$ cat src/rtl/cnn_pkg.sv
// Shared types and helpers for the CNN layer sequencer.
package cnn_pkg;

    localparam int unsigned DEF_NUM_LAYERS = 4;
    localparam int unsigned DEF_TIMEOUT_W  = 16;
    localparam int unsigned MAX_LAYERS     = 16;

    typedef enum logic [2:0] {
        S_IDLE,
        S_LAUNCH,
        S_WAIT,
        S_FINISH,
        S_ERR
    } seq_state_t;

    typedef struct packed {
        logic       valid;
        logic [3:0] idx;
    } bit_sel_t;

    // Lowest set bit of mask at index >= from_idx; valid=0 when none exists.
    function automatic bit_sel_t next_set_bit(input logic [MAX_LAYERS-1:0] mask,
                                              input int unsigned           from_idx);
        bit_sel_t r;
        r.valid = 1'b0;
        r.idx   = '0;
        for (int unsigned i = 0; i < MAX_LAYERS; i++) begin
            if (!r.valid && (i >= from_idx) && mask[i]) begin
                r.valid = 1'b1;
                r.idx   = 4'(i);
            end
        end
        return r;
    endfunction

endpackage

$ cat src/rtl/cnn_layer_seq_watchdog.sv
// Per-layer watchdog: clearable, saturating cycle counter with limit compare.
// A limit of zero disables expiry.
module cnn_watchdog #(
    parameter int unsigned TIMEOUT_W = 16
) (
    input  logic                 clk,
    input  logic                 rst,
    input  logic                 clr,
    input  logic                 en,
    input  logic [TIMEOUT_W-1:0] limit,
    output logic                 expire
);

    logic [TIMEOUT_W-1:0] count;

    // Count enabled cycles, holding at all-ones instead of wrapping.
    always_ff @(posedge clk) begin
        if (rst) begin
            count <= '0;
        end else if (clr) begin
            count <= '0;
        end else if (en && (count != '1)) begin
            count <= count + TIMEOUT_W'(1);
        end
    end

    // Expire in the cycle where the count reaches limit-1 (the limit-th counted cycle).
    always_comb begin
        expire = (limit != '0) && (count == (limit - TIMEOUT_W'(1)));
    end

endmodule

$ cat src/rtl/cnn_layer_seq.sv
// CNN layer sequencer: launches enabled layer engines in index order with a
// one-cycle start pulse, waits for each done, supports a per-run skip mask,
// a watchdog timeout with sticky error capture, and abort.
// Optional build macro CNN_SEQ_PERF_EN adds the run_cycles busy-cycle counter.
module cnn_layer_seq
    import cnn_pkg::*;
#(
    parameter  int unsigned NUM_LAYERS = DEF_NUM_LAYERS,
    parameter  int unsigned TIMEOUT_W  = DEF_TIMEOUT_W,
    localparam int unsigned IDX_W      = (NUM_LAYERS > 1) ? $clog2(NUM_LAYERS) : 1
) (
    input  logic                  clk,
    input  logic                  rst,
    input  logic                  start,
    input  logic [NUM_LAYERS-1:0] layer_en_mask,
    input  logic [TIMEOUT_W-1:0]  timeout_limit,
    input  logic                  abort,
    output logic [NUM_LAYERS-1:0] layer_start,
    input  logic [NUM_LAYERS-1:0] layer_done,
    output logic                  busy,
    output logic [IDX_W-1:0]      cur_layer,
    output logic                  done,
    output logic                  error,
    output logic [IDX_W-1:0]      err_layer
`ifdef CNN_SEQ_PERF_EN
    ,
    output logic [31:0]           run_cycles
`endif
);

    seq_state_t              state_q, state_n;
    logic [IDX_W-1:0]        cur_q, cur_n;
    logic [IDX_W-1:0]        err_q, err_n;
    logic [NUM_LAYERS-1:0]   mask_q, mask_n;
    logic [TIMEOUT_W-1:0]    limit_q, limit_n;

    logic                    start_acc;
    logic                    wd_clr;
    logic                    wd_en;
    logic                    wd_expire;

    logic [MAX_LAYERS-1:0]   mask_in_ext;
    logic [MAX_LAYERS-1:0]   mask_run_ext;
    bit_sel_t                first_sel;
    bit_sel_t                next_sel;

    cnn_watchdog #(
        .TIMEOUT_W(TIMEOUT_W)
    ) u_watchdog (
        .clk   (clk),
        .rst   (rst),
        .clr   (wd_clr),
        .en    (wd_en),
        .limit (limit_q),
        .expire(wd_expire)
    );

    // Zero-extend the incoming and latched masks to the helper's fixed width.
    always_comb begin
        mask_in_ext                   = '0;
        mask_in_ext[NUM_LAYERS-1:0]   = layer_en_mask;
        mask_run_ext                  = '0;
        mask_run_ext[NUM_LAYERS-1:0]  = mask_q;
    end

    // Sequencer state, run configuration and error capture registers.
    always_ff @(posedge clk) begin
        if (rst) begin
            state_q <= S_IDLE;
            cur_q   <= '0;
            err_q   <= '0;
            mask_q  <= '0;
            limit_q <= '0;
        end else begin
            state_q <= state_n;
            cur_q   <= cur_n;
            err_q   <= err_n;
            mask_q  <= mask_n;
            limit_q <= limit_n;
        end
    end

    // Next-state logic: abort has priority over done, done over timeout.
    always_comb begin
        state_n   = state_q;
        cur_n     = cur_q;
        err_n     = err_q;
        mask_n    = mask_q;
        limit_n   = limit_q;
        start_acc = 1'b0;
        wd_clr    = 1'b0;
        wd_en     = 1'b0;
        first_sel = next_set_bit(mask_in_ext, 0);
        next_sel  = next_set_bit(mask_run_ext, 32'(cur_q) + 32'd1);

        unique case (state_q)
            S_IDLE: begin
                if (start) begin
                    start_acc = 1'b1;
                end
            end
            S_ERR: begin
                if (abort) begin
                    state_n = S_IDLE;
                    err_n   = '0;
                end else if (start) begin
                    start_acc = 1'b1;
                end
            end
            S_LAUNCH: begin
                wd_clr  = 1'b1;
                state_n = abort ? S_IDLE : S_WAIT;
            end
            S_WAIT: begin
                wd_en = 1'b1;
                if (abort) begin
                    state_n = S_IDLE;
                end else if (layer_done[cur_q]) begin
                    if (next_sel.valid) begin
                        cur_n   = IDX_W'(next_sel.idx);
                        state_n = S_LAUNCH;
                    end else begin
                        state_n = S_FINISH;
                    end
                end else if (wd_expire) begin
                    state_n = S_ERR;
                    err_n   = cur_q;
                end
            end
            S_FINISH: begin
                state_n = S_IDLE;
            end
            default: begin
                state_n = S_IDLE;
            end
        endcase

        // An accepted start (from IDLE or ERR) latches the run configuration.
        if (start_acc) begin
            mask_n  = layer_en_mask;
            limit_n = timeout_limit;
            err_n   = '0;
            if (first_sel.valid) begin
                cur_n   = IDX_W'(first_sel.idx);
                state_n = S_LAUNCH;
            end else begin
                state_n = S_FINISH;
            end
        end
    end

    // Outputs decoded purely from registered state.
    always_comb begin
        layer_start = '0;
        for (int unsigned i = 0; i < NUM_LAYERS; i++) begin
            layer_start[i] = (state_q == S_LAUNCH) && (cur_q == IDX_W'(i));
        end
        busy      = (state_q == S_LAUNCH) || (state_q == S_WAIT);
        done      = (state_q == S_FINISH);
        error     = (state_q == S_ERR);
        cur_layer = cur_q;
        err_layer = err_q;
    end

`ifdef CNN_SEQ_PERF_EN
    // Busy-cycle counter for the current run; held after the run ends.
    always_ff @(posedge clk) begin
        if (rst) begin
            run_cycles <= '0;
        end else if (start_acc) begin
            run_cycles <= '0;
        end else if (busy && (run_cycles != '1)) begin
            run_cycles <= run_cycles + 32'd1;
        end
    end
`endif

endmodule

$ cat config.mk
export PLATFORM = sky130hd
export DESIGN_NAME = cnn_layer_seq
export DESIGN_NICKNAME = d
export VERILOG_FILES = /design/src/rtl/cnn_pkg.sv /design/src/rtl/cnn_layer_seq_watchdog.sv /design/src/rtl/cnn_layer_seq.sv
export SDC_FILE = /design/constraint.sdc
export NUM_CORES = 1
export LEC_CHECK = 0
export ABC_AREA = 1
export CAP_MARGIN = 30
export CORE_ASPECT_RATIO = 1.25
export CORE_MARGIN = 2
export CORE_UTILIZATION = 30
export DETAILED_ROUTE_END_ITERATION = 8
export GPL_TIMING_DRIVEN = 0
export SYNTH_ARGS = -nofsm -noshare
export SYNTH_HDL_FRONTEND = slang
export SYNTH_SLANG_ARGS = --single-unit
$ cat constraint.sdc
create_clock -name clk -period 3.1 [get_ports clk]
set_input_delay 0.62 -clock clk [delete_from_list [all_inputs] [get_ports clk]]
set_output_delay 0.62 -clock clk [all_outputs]
set_load 0.005 [all_outputs]
==> run_results.csv <==
group,metric,value,unit
global_routing,grt_antenna_before_repair,0,
sta,fin_crit,2.51,ns
drt,via_per_inst,4.67,
global_routing,grt_pass1_vias,2672,
critical_path,cp_max_fo,6,
sta,slew_violations,0,
finish,most-common-layout-cells,"nand2_1, inv_1, nor2_1",
finish,multiInputGateArea,0.00159,mm²
floorplanning,io_pins,39,
critical_path,critPathLaunch,"state_q[0]$_SDFFE_PP0P_",
sta,grt_setup_unrepaired,"false",
synthesis,synth_area,0.00267,mm²
drt,drc,0,
clock_tree,post-cts-setup-buffers,0,
global_routing,grt.total_usage,0.159,
placed_design,dp.cells,566,
placed_design,finalWeightedCongestion,0.926,
critical_path,r2r_start,"limit_q[0]$_SDFFE_PP0P_",
critical_path,worst_ep_arrival_time,1.89,ns
finish,mostFrequentLayoutCell,"nand2_1",
synthesis,synth-async-reset-ratio,0,
critical_path,regToRegSetupSlack,0.96,ns
drt,drtAntennaViolNets,0,
critical_path,crit_required,2.48,ns
synthesis,yosys_warnings,0,
synthesis,seq_area_frac_synth,0.315,
clock_tree,htree_levels,2,
clock_tree,clk_pin_slew,0.09,ns
sta,tns,0,ns
global_routing,grt-ovfl-total,0,
floorplanning,start_util,0.309,
placed_design,dp.final_hpwl,5740,µm
floorplanning,std_cell_rows,38,
synthesis,avgSynthCellArea,6.53,µm²
clock_tree,cts_resized,0,
finish,layout-drive-gt1-share,0.0815,
synthesis,synth_largest_area_cell,"dfxtp_1",
drt,drt-wirelength-per-cell,12.3,µm
finish,layout.nets,484,
drt,first_pass_iters,4,
drt,drtIter0Drc,114,
finish,area_growth,23.6,%
min_path,hold_class,"reg -> reg",
pwr,combPwrFrac,0.297,
synthesis,synthTopCellsByArea,"dfxtp_1, nand2_1, inv_1, a21oi_1, nor2_1",
clock_tree,cts_buffers,5,
synthesis,synth_top_flop_cell,"dfxtp_1",
clock_tree,cts_tree,"yes",
floorplanning,die_w,88.4,µm
synthesis,ys_types,35,
pwr,p_switching,0.000530,W
global_routing,grt_pass1_wl,12000,µm
critical_path,r2r_end,"err_layer[1]$_SDFFE_PP0P_",
clock_tree,clk_latency,0.31,ns
sta,hold_viol_final,0,
sta,final.setup_skew,0.00721,ns
synthesis,synth_edf_count,0,
pwr,power_frac_clock,0.296,
pwr,ir_drop,0.236,mV
global_routing,grt_start_max_net_pins,14,
placed_design,dp_slack,0.678,ns
floorplanning,dieHeight,110,µm
critical_path,crit_type,"reg -> out",
critical_path,endpoint,"layer_start[2]",
synthesis,synth_seq_cells,42,
sta,setup_violations,0,
drt,wl,7060,µm
clock_tree,root_buffer,"clkbuf_8",
pwr,p_sw_frac,0.347,
finish,fillCellCount,964,
synthesis,synth.top_cell.area_share,0.315,
floorplanning,core_area,0.00865,mm²
finish,seqCellArea,841,µm²
placed_design,port_buffers,37,
pwr,p_int,0.000997,W
floorplanning,die_area,0.00968,mm²
outcome,outcome,"complete, no violations",
critical_path,crit_path_end_kind,"output pin",
job,max_cap_violations,0,
clock_tree,cts.sinks,42,
pwr,leakagePower,1.33,nW
min_path,holdPathStages,2,
pwr,power_density,462,mW/mm²
pwr,sequentialPowerShare,0.407,
sta,worst_pin_slew,0.526,ns
critical_path,worst-r2r-cell-count,17,
synthesis,synth_cells,409,
clock_tree,cts_hold_buf,0,
clock_tree,clock_path_buffers,2,
sta,setup_ws,0.590,ns
sta,fmaxAchievable,0.398,GHz
drt,vias,2681,
finish,n_antenna_cell,0,
finish,instances_no_fill,574,
synthesis,syn_nets,440,
sta,period_share,0.810,
sta,slew_headroom,0.649,
critical_path,start_kind,"register",
==> worst max-delay path, cell delays in order (launching register included) <==
cell,delay [ns]
dfxtp_1,0.44
inv_1,0.08
nor3_1,0.19
inv_1,0.16
nor3_1,0.17
clkdlybuf4s50_1,0.54
==> logic make-up (layout without fill, tap and decap cells) <==
| group | count (synthesis) | in the layout | synth area share |
|---|---|---|---|
| AND/OR/NAND/NOR | 208 | 208 | 0.379 |
| AO/OA/AOI/OAI | 74 | 74 | 0.143 |
| buffers and inverters | 64 | 109 | 0.0899 |
| XOR/XNOR | 18 | 18 | 0.0590 |
| flip-flops | 42 | 42 | 0.315 |
| adder cells (fa/ha/maj) | 3 | 3 | 0.0140 |
==> worst min path at each step <==
stage / to / startpoint
floorplan: mask_q[2]$_SDFFE_PP0P_ / mask_q[2]$_SDFFE_PP0P_
global placement: mask_q[2]$_SDFFE_PP0P_ / mask_q[2]$_SDFFE_PP0P_
detailed placement: mask_q[2]$_SDFFE_PP0P_ / mask_q[2]$_SDFFE_PP0P_
CTS: mask_q[2]$_SDFFE_PP0P_ / mask_q[2]$_SDFFE_PP0P_
global route: mask_q[3]$_SDFFE_PP0P_ / mask_q[3]$_SDFFE_PP0P_
finish: mask_q[2]$_SDFFE_PP0P_ / mask_q[2]$_SDFFE_PP0P_
==> cell type report <==
cell class | count | area share
buffer | 6 | 0.00682
clock buffer | 6 | 0.0220
clock inverter | 2 | 0.0114
inverter | 58 | 0.0659
multi-input combinational | 303 | 0.482
sequential | 42 | 0.255
tap | 120 | 0.0455
timing repair buffer | 37 | 0.112
==> power groups by stage <==
| stage | clock [W] | combinational (W) | sequential, W |
|---|---|---|---|
| after CTS | 0.000461 | 0.000456 | 0.000622 |
| after detailed placement | 0 | 0.000454 | 0.000634 |
| after global routing | 0.000479 | 0.000521 | 0.000628 |
| after floorplan | 0 | 0.000317 | 0.000624 |
| final | 0.000452 | 0.000454 | 0.000622 |
| after global placement | 0 | 0.000448 | 0.000634 |
==> cell usage after synthesis, types with 3 or more instances <==
cell / number
nand4_1: 6
nor3_1: 7
nand2_2: 4
a21oi_1: 37
clkbuf_1: 5
inv_2: 3
nor2_2: 4
ha_1: 3
inv_1: 54
a31oi_1: 3
nor2_1: 45
nor3_2: 4
o21ai_0: 29
nand3_1: 24
nand3b_1: 3
xnor2_1: 7
dfxtp_1: 42
nor2_4: 4
nand3_2: 4
nand2_1: 93
xor2_1: 11
==> per-layer routing <==
layer	GRT usage	part of all wire
met1	0.176	0.42
met2	0.293	0.52
met3	0.0330	0.035
met4	0.0584	0.021
met5	0	0
==> stage by stage <==
stage	hold slack, ns	total power [W]	area (µm²)	utilization
after global placement	0.444	0.00108	3190	0.369
after global routing	0.498	0.00163	3300	0.382
after floorplan	0.430	0.000941	2670	-
final	0.460	0.00153	3300	0.382
after CTS	0.465	0.00154	3300	0.382
after detailed placement	0.449	0.00109	3190	0.369
==> flip-flops by register name, indices dropped and copies added (netlist names) <==
register / flops
cur_layer: 2
err_layer: 2
limit_q: 16
mask_q: 3
state_q: 3
u_watchdog.count: 16
Power figures use the tool's default switching activity.
